## src/rtl/wb_mem_sched_pkg.sv

```systemverilog
// Shared types and defaults for the two-bank memory scheduler.
package wb_mem_sched_pkg;

   localparam int unsigned DATA_W = 32;
   localparam logic [DATA_W-1:0] BANK_SIZE_MAX_DEFAULT = 32'h0020_0000;

   typedef enum logic [1:0] {
      BANK_FREE     = 2'd0,
      BANK_LOADED   = 2'd1,
      BANK_DRAINING = 2'd2
   } bank_state_e;

   typedef struct packed {
      logic [DATA_W-1:0] base;
      logic [DATA_W-1:0] size;
   } commit_t;

endpackage

```

## src/rtl/wb_mem_sched_bank.sv

```systemverilog
// One bank slot: FREE -> LOADED -> DRAINING -> FREE. Holds base/size and
// presents the size to the reader only while the bank is draining.
module wb_mem_sched_bank
   import wb_mem_sched_pkg::*;
(
   input  logic              clk,
   input  logic              rst,
   input  logic              flush,
   input  logic              load,
   input  commit_t           load_data,
   input  logic              release_req,
   input  logic              force_free,
   input  logic              read_finished,
   input  logic [DATA_W-1:0] count,
   output bank_state_e       state,
   output bank_state_e       state_nxt_c,
   output logic              drain_c,
   output logic [DATA_W-1:0] base,
   output logic [DATA_W-1:0] size,
   output logic              new_data
);

   logic [DATA_W-1:0] size_q;

   always_ff @(posedge clk or posedge rst) begin
      if (rst) begin
         state    <= BANK_FREE;
         base     <= '0;
         size_q   <= '0;
         size     <= '0;
         new_data <= 1'b0;
      end else begin
         state    <= state_nxt_c;
         size     <= (state_nxt_c == BANK_DRAINING) ? size_q : '0;
         new_data <= (state == BANK_LOADED) && (state_nxt_c == BANK_DRAINING);
         if (load && (state == BANK_FREE)) begin
            base   <= load_data.base;
            size_q <= load_data.size;
         end
      end
   end

   // Drain is seen only when the reader reports a finished block with nothing left.
   always_comb begin
      state_nxt_c = state;
      drain_c     = (state == BANK_DRAINING) && read_finished && (count == '0);
      if (flush) begin
         state_nxt_c = BANK_FREE;
      end else begin
         unique case (state)
            BANK_FREE:     if (load)                  state_nxt_c = BANK_LOADED;
            BANK_LOADED:   if (release_req)           state_nxt_c = BANK_DRAINING;
            BANK_DRAINING: if (drain_c || force_free) state_nxt_c = BANK_FREE;
            default:                                  state_nxt_c = BANK_FREE;
         endcase
      end
   end

endmodule

```

## src/rtl/wb_mem_bank_scheduler.sv

```systemverilog
// Feeds two host-committed banks to the memory reader in commit order.
// Optional drain watchdog enabled by defining WB_MEM_SCHED_TIMEOUT_EN.
module wb_mem_bank_scheduler
   import wb_mem_sched_pkg::*;
#(
   parameter logic [DATA_W-1:0] BANK_SIZE_MAX = BANK_SIZE_MAX_DEFAULT
`ifdef WB_MEM_SCHED_TIMEOUT_EN
   , parameter int unsigned TIMEOUT_CYCLES = 65536
`endif
) (
   input  logic              clk,
   input  logic              rst,
   input  logic              i_enable,
   input  logic              i_flush,
   input  logic              i_commit,
   input  logic [DATA_W-1:0] i_commit_base,
   input  logic [DATA_W-1:0] i_commit_size,
   output logic              o_commit_ready,
   output logic              o_commit_err,
   output logic [DATA_W-1:0] o_mem_0_base,
   output logic [DATA_W-1:0] o_mem_0_size,
   output logic              o_mem_0_new_data,
   input  logic [DATA_W-1:0] i_mem_0_count,
   output logic [DATA_W-1:0] o_mem_1_base,
   output logic [DATA_W-1:0] o_mem_1_size,
   output logic              o_mem_1_new_data,
   input  logic [DATA_W-1:0] i_mem_1_count,
   input  logic              i_read_finished,
   output logic              o_done,
   output logic              o_done_bank,
   output logic              o_irq,
   input  logic              i_irq_clear,
   output logic              o_busy,
   output logic              o_timeout
);

   bank_state_e st0, st1, st0_nxt, st1_nxt;
   logic        drain0_c, drain1_c, ffree0_c, ffree1_c;
   logic        any_free_c, size_ok_c, accept_c, err_c, sel_c, push_c, zero_c;
   logic        draining_c, head_loaded_c, rel_c, done_c, done_bank_c;
   logic [1:0]  q_q, q_nxt, q_cnt, q_cnt_nxt;
   commit_t     commit_c;

   assign commit_c = '{base: i_commit_base, size: i_commit_size};

   always_comb begin
      any_free_c    = (st0 == BANK_FREE) || (st1 == BANK_FREE);
      size_ok_c     = (i_commit_size <= BANK_SIZE_MAX);
      accept_c      = i_commit && !i_flush && any_free_c && size_ok_c;
      err_c         = i_commit && !i_flush && !(any_free_c && size_ok_c);
      sel_c         = (st0 != BANK_FREE);
      push_c        = accept_c && (i_commit_size != '0);
      zero_c        = accept_c && (i_commit_size == '0);
      draining_c    = (st0 == BANK_DRAINING) || (st1 == BANK_DRAINING);
      head_loaded_c = q_q[0] ? (st1 == BANK_LOADED) : (st0 == BANK_LOADED);
      rel_c         = i_enable && !i_flush && (q_cnt != 2'd0) && !draining_c && head_loaded_c;
      done_c        = !i_flush && (drain0_c || drain1_c || zero_c);
      done_bank_c   = drain1_c ? 1'b1 : (drain0_c ? 1'b0 : (zero_c ? sel_c : o_done_bank));
   end

   // Commit-order queue: head pops on release, accepted non-empty commits push.
   always_comb begin
      q_nxt     = q_q;
      q_cnt_nxt = q_cnt;
      if (i_flush) begin
         q_cnt_nxt = 2'd0;
      end else begin
         if (rel_c) begin
            q_nxt[0]  = q_q[1];
            q_cnt_nxt = q_cnt - 2'd1;
         end
         if (push_c) begin
            q_nxt[q_cnt_nxt[0]] = sel_c;
            q_cnt_nxt           = q_cnt_nxt + 2'd1;
         end
      end
   end

   always_ff @(posedge clk or posedge rst) begin
      if (rst) begin
         q_q            <= '0;
         q_cnt          <= '0;
         o_commit_ready <= 1'b1;
         o_commit_err   <= 1'b0;
         o_done         <= 1'b0;
         o_done_bank    <= 1'b0;
         o_irq          <= 1'b0;
         o_busy         <= 1'b0;
      end else begin
         q_q            <= q_nxt;
         q_cnt          <= q_cnt_nxt;
         o_commit_ready <= (st0_nxt == BANK_FREE) || (st1_nxt == BANK_FREE);
         o_commit_err   <= err_c;
         o_done         <= done_c;
         o_done_bank    <= done_bank_c;
         o_irq          <= i_irq_clear ? 1'b0 : (done_c ? 1'b1 : o_irq);
         o_busy         <= (st0_nxt != BANK_FREE) || (st1_nxt != BANK_FREE);
      end
   end

`ifdef WB_MEM_SCHED_TIMEOUT_EN
   logic [DATA_W-1:0] wd_cnt, wd_prev, wd_count_c;
   logic              wd_changed_c, wd_hit_c;

   // Watchdog restarts whenever the draining bank's remaining count moves.
   always_comb begin
      wd_count_c   = (st1 == BANK_DRAINING) ? i_mem_1_count : i_mem_0_count;
      wd_changed_c = (wd_count_c != wd_prev);
      wd_hit_c     = draining_c && !i_flush && !wd_changed_c &&
                     (wd_cnt == DATA_W'(TIMEOUT_CYCLES - 1));
      ffree0_c     = wd_hit_c && (st0 == BANK_DRAINING);
      ffree1_c     = wd_hit_c && (st1 == BANK_DRAINING);
   end

   always_ff @(posedge clk or posedge rst) begin
      if (rst) begin
         wd_cnt    <= '0;
         wd_prev   <= '0;
         o_timeout <= 1'b0;
      end else begin
         wd_prev   <= wd_count_c;
         wd_cnt    <= (!draining_c || wd_changed_c || wd_hit_c || i_flush) ? '0 : wd_cnt + DATA_W'(1);
         o_timeout <= i_flush ? 1'b0 : ((wd_hit_c && !drain0_c && !drain1_c) ? 1'b1 : o_timeout);
      end
   end
`else
   assign ffree0_c  = 1'b0;
   assign ffree1_c  = 1'b0;
   assign o_timeout = 1'b0;
`endif

   wb_mem_sched_bank u_bank0 (
      .clk           (clk),
      .rst           (rst),
      .flush         (i_flush),
      .load          (push_c && !sel_c),
      .load_data     (commit_c),
      .release_req   (rel_c && !q_q[0]),
      .force_free    (ffree0_c),
      .read_finished (i_read_finished),
      .count         (i_mem_0_count),
      .state         (st0),
      .state_nxt_c   (st0_nxt),
      .drain_c       (drain0_c),
      .base          (o_mem_0_base),
      .size          (o_mem_0_size),
      .new_data      (o_mem_0_new_data)
   );

   wb_mem_sched_bank u_bank1 (
      .clk           (clk),
      .rst           (rst),
      .flush         (i_flush),
      .load          (push_c && sel_c),
      .load_data     (commit_c),
      .release_req   (rel_c && q_q[0]),
      .force_free    (ffree1_c),
      .read_finished (i_read_finished),
      .count         (i_mem_1_count),
      .state         (st1),
      .state_nxt_c   (st1_nxt),
      .drain_c       (drain1_c),
      .base          (o_mem_1_base),
      .size          (o_mem_1_size),
      .new_data      (o_mem_1_new_data)
   );

endmodule

```

## config.mk

```make
export PLATFORM = sky130hd
export DESIGN_NAME = wb_mem_bank_scheduler
export DESIGN_NICKNAME = d
export VERILOG_FILES = /design/src/rtl/wb_mem_sched_pkg.sv /design/src/rtl/wb_mem_sched_bank.sv /design/src/rtl/wb_mem_bank_scheduler.sv
export SDC_FILE = /design/constraint.sdc
export NUM_CORES = 1
export LEC_CHECK = 0
export BUFFER_PORTS_ARGS = -buffer_cell sky130_fd_sc_hd__clkbuf_2
export CAP_MARGIN = 20
export CORE_MARGIN = 1
export CORE_UTILIZATION = 45
export DETAILED_ROUTE_END_ITERATION = 7
export PLACE_DENSITY = 0.82
export SYNTH_ARGS = -nofsm -noshare
export SYNTH_HDL_FRONTEND = slang
export SYNTH_SLANG_ARGS = --single-unit
```

## constraint.sdc

```tcl
create_clock -name clk -period 8.7 [get_ports clk]
set_input_delay 1.305 -clock clk [delete_from_list [all_inputs] [get_ports clk]]
set_output_delay 1.305 -clock clk [all_outputs]
set_load 0.01 [all_outputs]
```

==> results.sh <==
export IMPL_status="complete, no violations"
export IMPL_cts_setup_buffers=0
export IMPL_place_gp_congestion=0.819
export IMPL_p_comb_share_pct=3.4
export IMPL_intPower_mw=1.62
export IMPL_r2r_setup_slack_ps=6130
export IMPL_fmax_mhz=270
export IMPL_synth_avg_cell_area_sq_um=14.6
export IMPL_setup_viol=0
export IMPL_drv_cap=0
export IMPL_worst_slack_ps=5000
export IMPL_die_w_um=134
export IMPL_final_common_cell="clkbuf_2"
export IMPL_critPathTopFamily="simple AND/OR/NAND/NOR gates"
export IMPL_clock_path_buffers=3
export IMPL_holdPathEnd="u_bank0.size[19]$_DFF_PP0_"
export IMPL_diodes=0
export IMPL_num_vias=5270
export IMPL_grt_start_max_net_pins=120
export IMPL_cp_start_kind="primary input"
export IMPL_hold_depth=1
export IMPL_drive_gt1_share_pct=55.8
export IMPL_slew_headroom_pct=46.4
export IMPL_grt_pass1_vias=5351
export IMPL_worst_r2r_endpoint="u_bank0.base[3]$_DFFE_PP0P_"
export IMPL_worstPathMaxFanout=59
export IMPL_fin_crit_sh_pct=42.5
export IMPL_min_from="u_bank0.size_q[19]$_DFFE_PP0P_"
export IMPL_portBuffers=270
export IMPL_cts_resized_gates=0
export IMPL_min_path_type="register to register"
export IMPL_syn_nets=675
export IMPL_grt_usage_pct=18.7
export IMPL_synth_area_leaders="dfrtp_1, mux2_2, and2_1"
export IMPL_synth_ff_type="dfrtp_1"
export IMPL_initial_utilization_pct=45.8
export IMPL_ios=272
export IMPL_clk_pin_slew_ps=60
export IMPL_antenna_left=0
export IMPL_clockPowerShare_pct=49.2
export IMPL_viasPerCell=4.97
export IMPL_dp_hpwl_mm=11.6
export IMPL_row_count=48
export IMPL_crit_buf_inv=2
export IMPL_drc=0
export IMPL_ys_warn_count=0
export IMPL_drtIter0Drc=219
export IMPL_fin_crit_ps=3700
export IMPL_die_h_um=134
export IMPL_syn_to_final_growth_pct=30.3
export IMPL_cp_cell_sequence="clkbuf_2, nor4_1, nand4_1, nor2_1, mux2_2, nand2_2, buf_4, mux2_2"
export IMPL_crit_top_cell="mux2_2"
export IMPL_synthArstFlopShare_pct=100
export IMPL_clock_sinks=208
export IMPL_wl_per_cell_um=16.1
export IMPL_p_leak_nw=5.63
export IMPL_preCtsSetupSlack_ps=4610
export IMPL_skew_ps=21.6
export IMPL_ys_ff_latch=208
export IMPL_cts_buffers=23
export IMPL_cts_hold_buf=0
export IMPL_cpPeakStageDelay_ps=660
export IMPL_final_cell_mix="clkbuf_2, dfrtp_1, mux2_2, and2_1, and2_4"
export IMPL_cts_tree="done"
export IMPL_drv_slew=0
export IMPL_overflow=0
export IMPL_core_area_sq_mm=0.0172
export IMPL_worst_slew_pin_slew_ps=804
export IMPL_critPathCaptureType="register"
export IMPL_fin_setup_tns_ps=0
export IMPL_cp_slowest_cell="buf_4"
export IMPL_synth_edff_count=0
export IMPL_crit_required_ps=9070
export IMPL_clk_insertion_delay_late_ps=510
export IMPL_layoutNonFillerInstCount=1060
export IMPL_cp_data_arrival_time_ps=4070
export IMPL_power_frac_seq_pct=47.4
export IMPL_grt_pass1_wl_mm=26.7
export IMPL_clock_root_buffer="clkbuf_16"
export IMPL_power_density_mw_per_mm2=199
export IMPL_vdd_drop_max_mv=0.146
export IMPL_crit_type="primary input to register"
export IMPL_antenna_found_initial=0
export IMPL_dp_cells=1017
export IMPL_syn_cell_area_sq_mm=0.00789
export IMPL_syn_inst=539
export IMPL_rsz0062_at_grt="false"
export IMPL_yosysSeqAreaShare_pct=66.0
export IMPL_die_area_sq_mm=0.0181
export IMPL_switchingPower_mw=0.428
export IMPL_yosysUniqueCellTypes=47
export IMPL_dr_pass1_iters=4
export IMPL_routed_wl_mm=17.1
export IMPL_hold_violations=0
export IMPL_swShare_pct=20.9
export IMPL_r2r_start="u_bank1.state[0]$_DFF_PP0_"
export IMPL_nets=954
export IMPL_reg2reg_depth=7
export IMPL_total_power_mw=2.05
export IMPL_synth_area_leader_cell="dfrtp_1"
export IMPL_netlist_area_leader_share_pct=65.6
export IMPL_htreeDepth=1
## synthesized netlist by cell type, drive strengths merged (2+ instances only)
master,instances
nor4b,3
dfrtp,207
o21ai,6
xnor2,2
mux2,108
o211ai,2
inv,7
a21oi,5
nor3b,2
o21a,3
nor4,20
and2,84
nand2b,3
mux2i,5
nand2,6
clkbuf,5
nor3,10
nand4,7
nor2,11
or4,4
nand3,4
buf,17
## registers in the layout, indices dropped and copies added (netlist names), 2 cells and up
register and count:
q_cnt 2, q_q 2, u_bank0.base 32, u_bank0.size 32, u_bank0.size_q 32, u_bank0.state 2
u_bank1.base 32, u_bank1.size 32, u_bank1.size_q 32, u_bank1.state 2
## worst max path at each step
stage / start / endpoint / slack (ps) / cells after the start
floorplan: rst / o_busy$_DFF_PP0_ / 1720 / 1
global placement: i_commit_size[12] / u_bank0.base[6]$_DFFE_PP0P_ / 4640 / 8
detailed placement: i_commit_size[12] / u_bank0.base[4]$_DFFE_PP0P_ / 4610 / 8
CTS: i_commit_size[12] / u_bank0.base[12]$_DFFE_PP0P_ / 5030 / 8
global route: i_commit_size[12] / u_bank0.base[3]$_DFFE_PP0P_ / 4840 / 8
finish: i_commit_size[12] / u_bank0.base[3]$_DFFE_PP0P_ / 5000 / 8
## final cells by class
type | instances | area (sq um)
timing repair buffer | 276 | 1420
clock inverter | 14 | 194
fill | 1325 | 6950
inverter | 7 | 33.8
sequential | 208 | 5210
tap | 225 | 282
clock buffer | 28 | 604
multi-input combinational | 302 | 2550
## stage by stage
stage	hold slack, ps	cell area [sq um]	utilization, %
finish	475	10300	59.7
CTS	472	10300	59.5
detailed placement	459	9460	54.9
floorplan	444	7890	-
global placement	458	9460	54.9
global route	497	10300	59.7
## power groups by stage
stage / clock [mW] / combinational (mW) / sequential (mW)
global placement: 0 / 0.0681 / 0.988
CTS: 1.03 / 0.0695 / 0.970
global route: 1.07 / 0.0783 / 0.970
floorplan: 0 / 0.0244 / 0.989
finish: 1.01 / 0.0695 / 0.970
detailed placement: 0 / 0.0690 / 0.988
## routing by layer
layer | part of all wire [%] | global-route usage (%)
met1 | 42 | 22.9
met2 | 48 | 31.5
met3 | 8.2 | 6.01
met4 | 2.1 | 5.43
met5 | 0 | 0
## logic make-up (layout without fill, tap and decap cells)
kind of cell	Yosys count	in the layout	share of synthesized area, %
buffers and inverters	29	325	1.98
xor gates and xnor gates	2	2	0.222
muxes	113	113	16.0
AOI/OAI and AO/OA	25	25	2.22
DFF	208	208	66.0
adders and majority gates	1	1	0.159
other	1	1	0.0475
and+or+nand+nor	160	160	13.4
(Power assumes the default switching activity.)
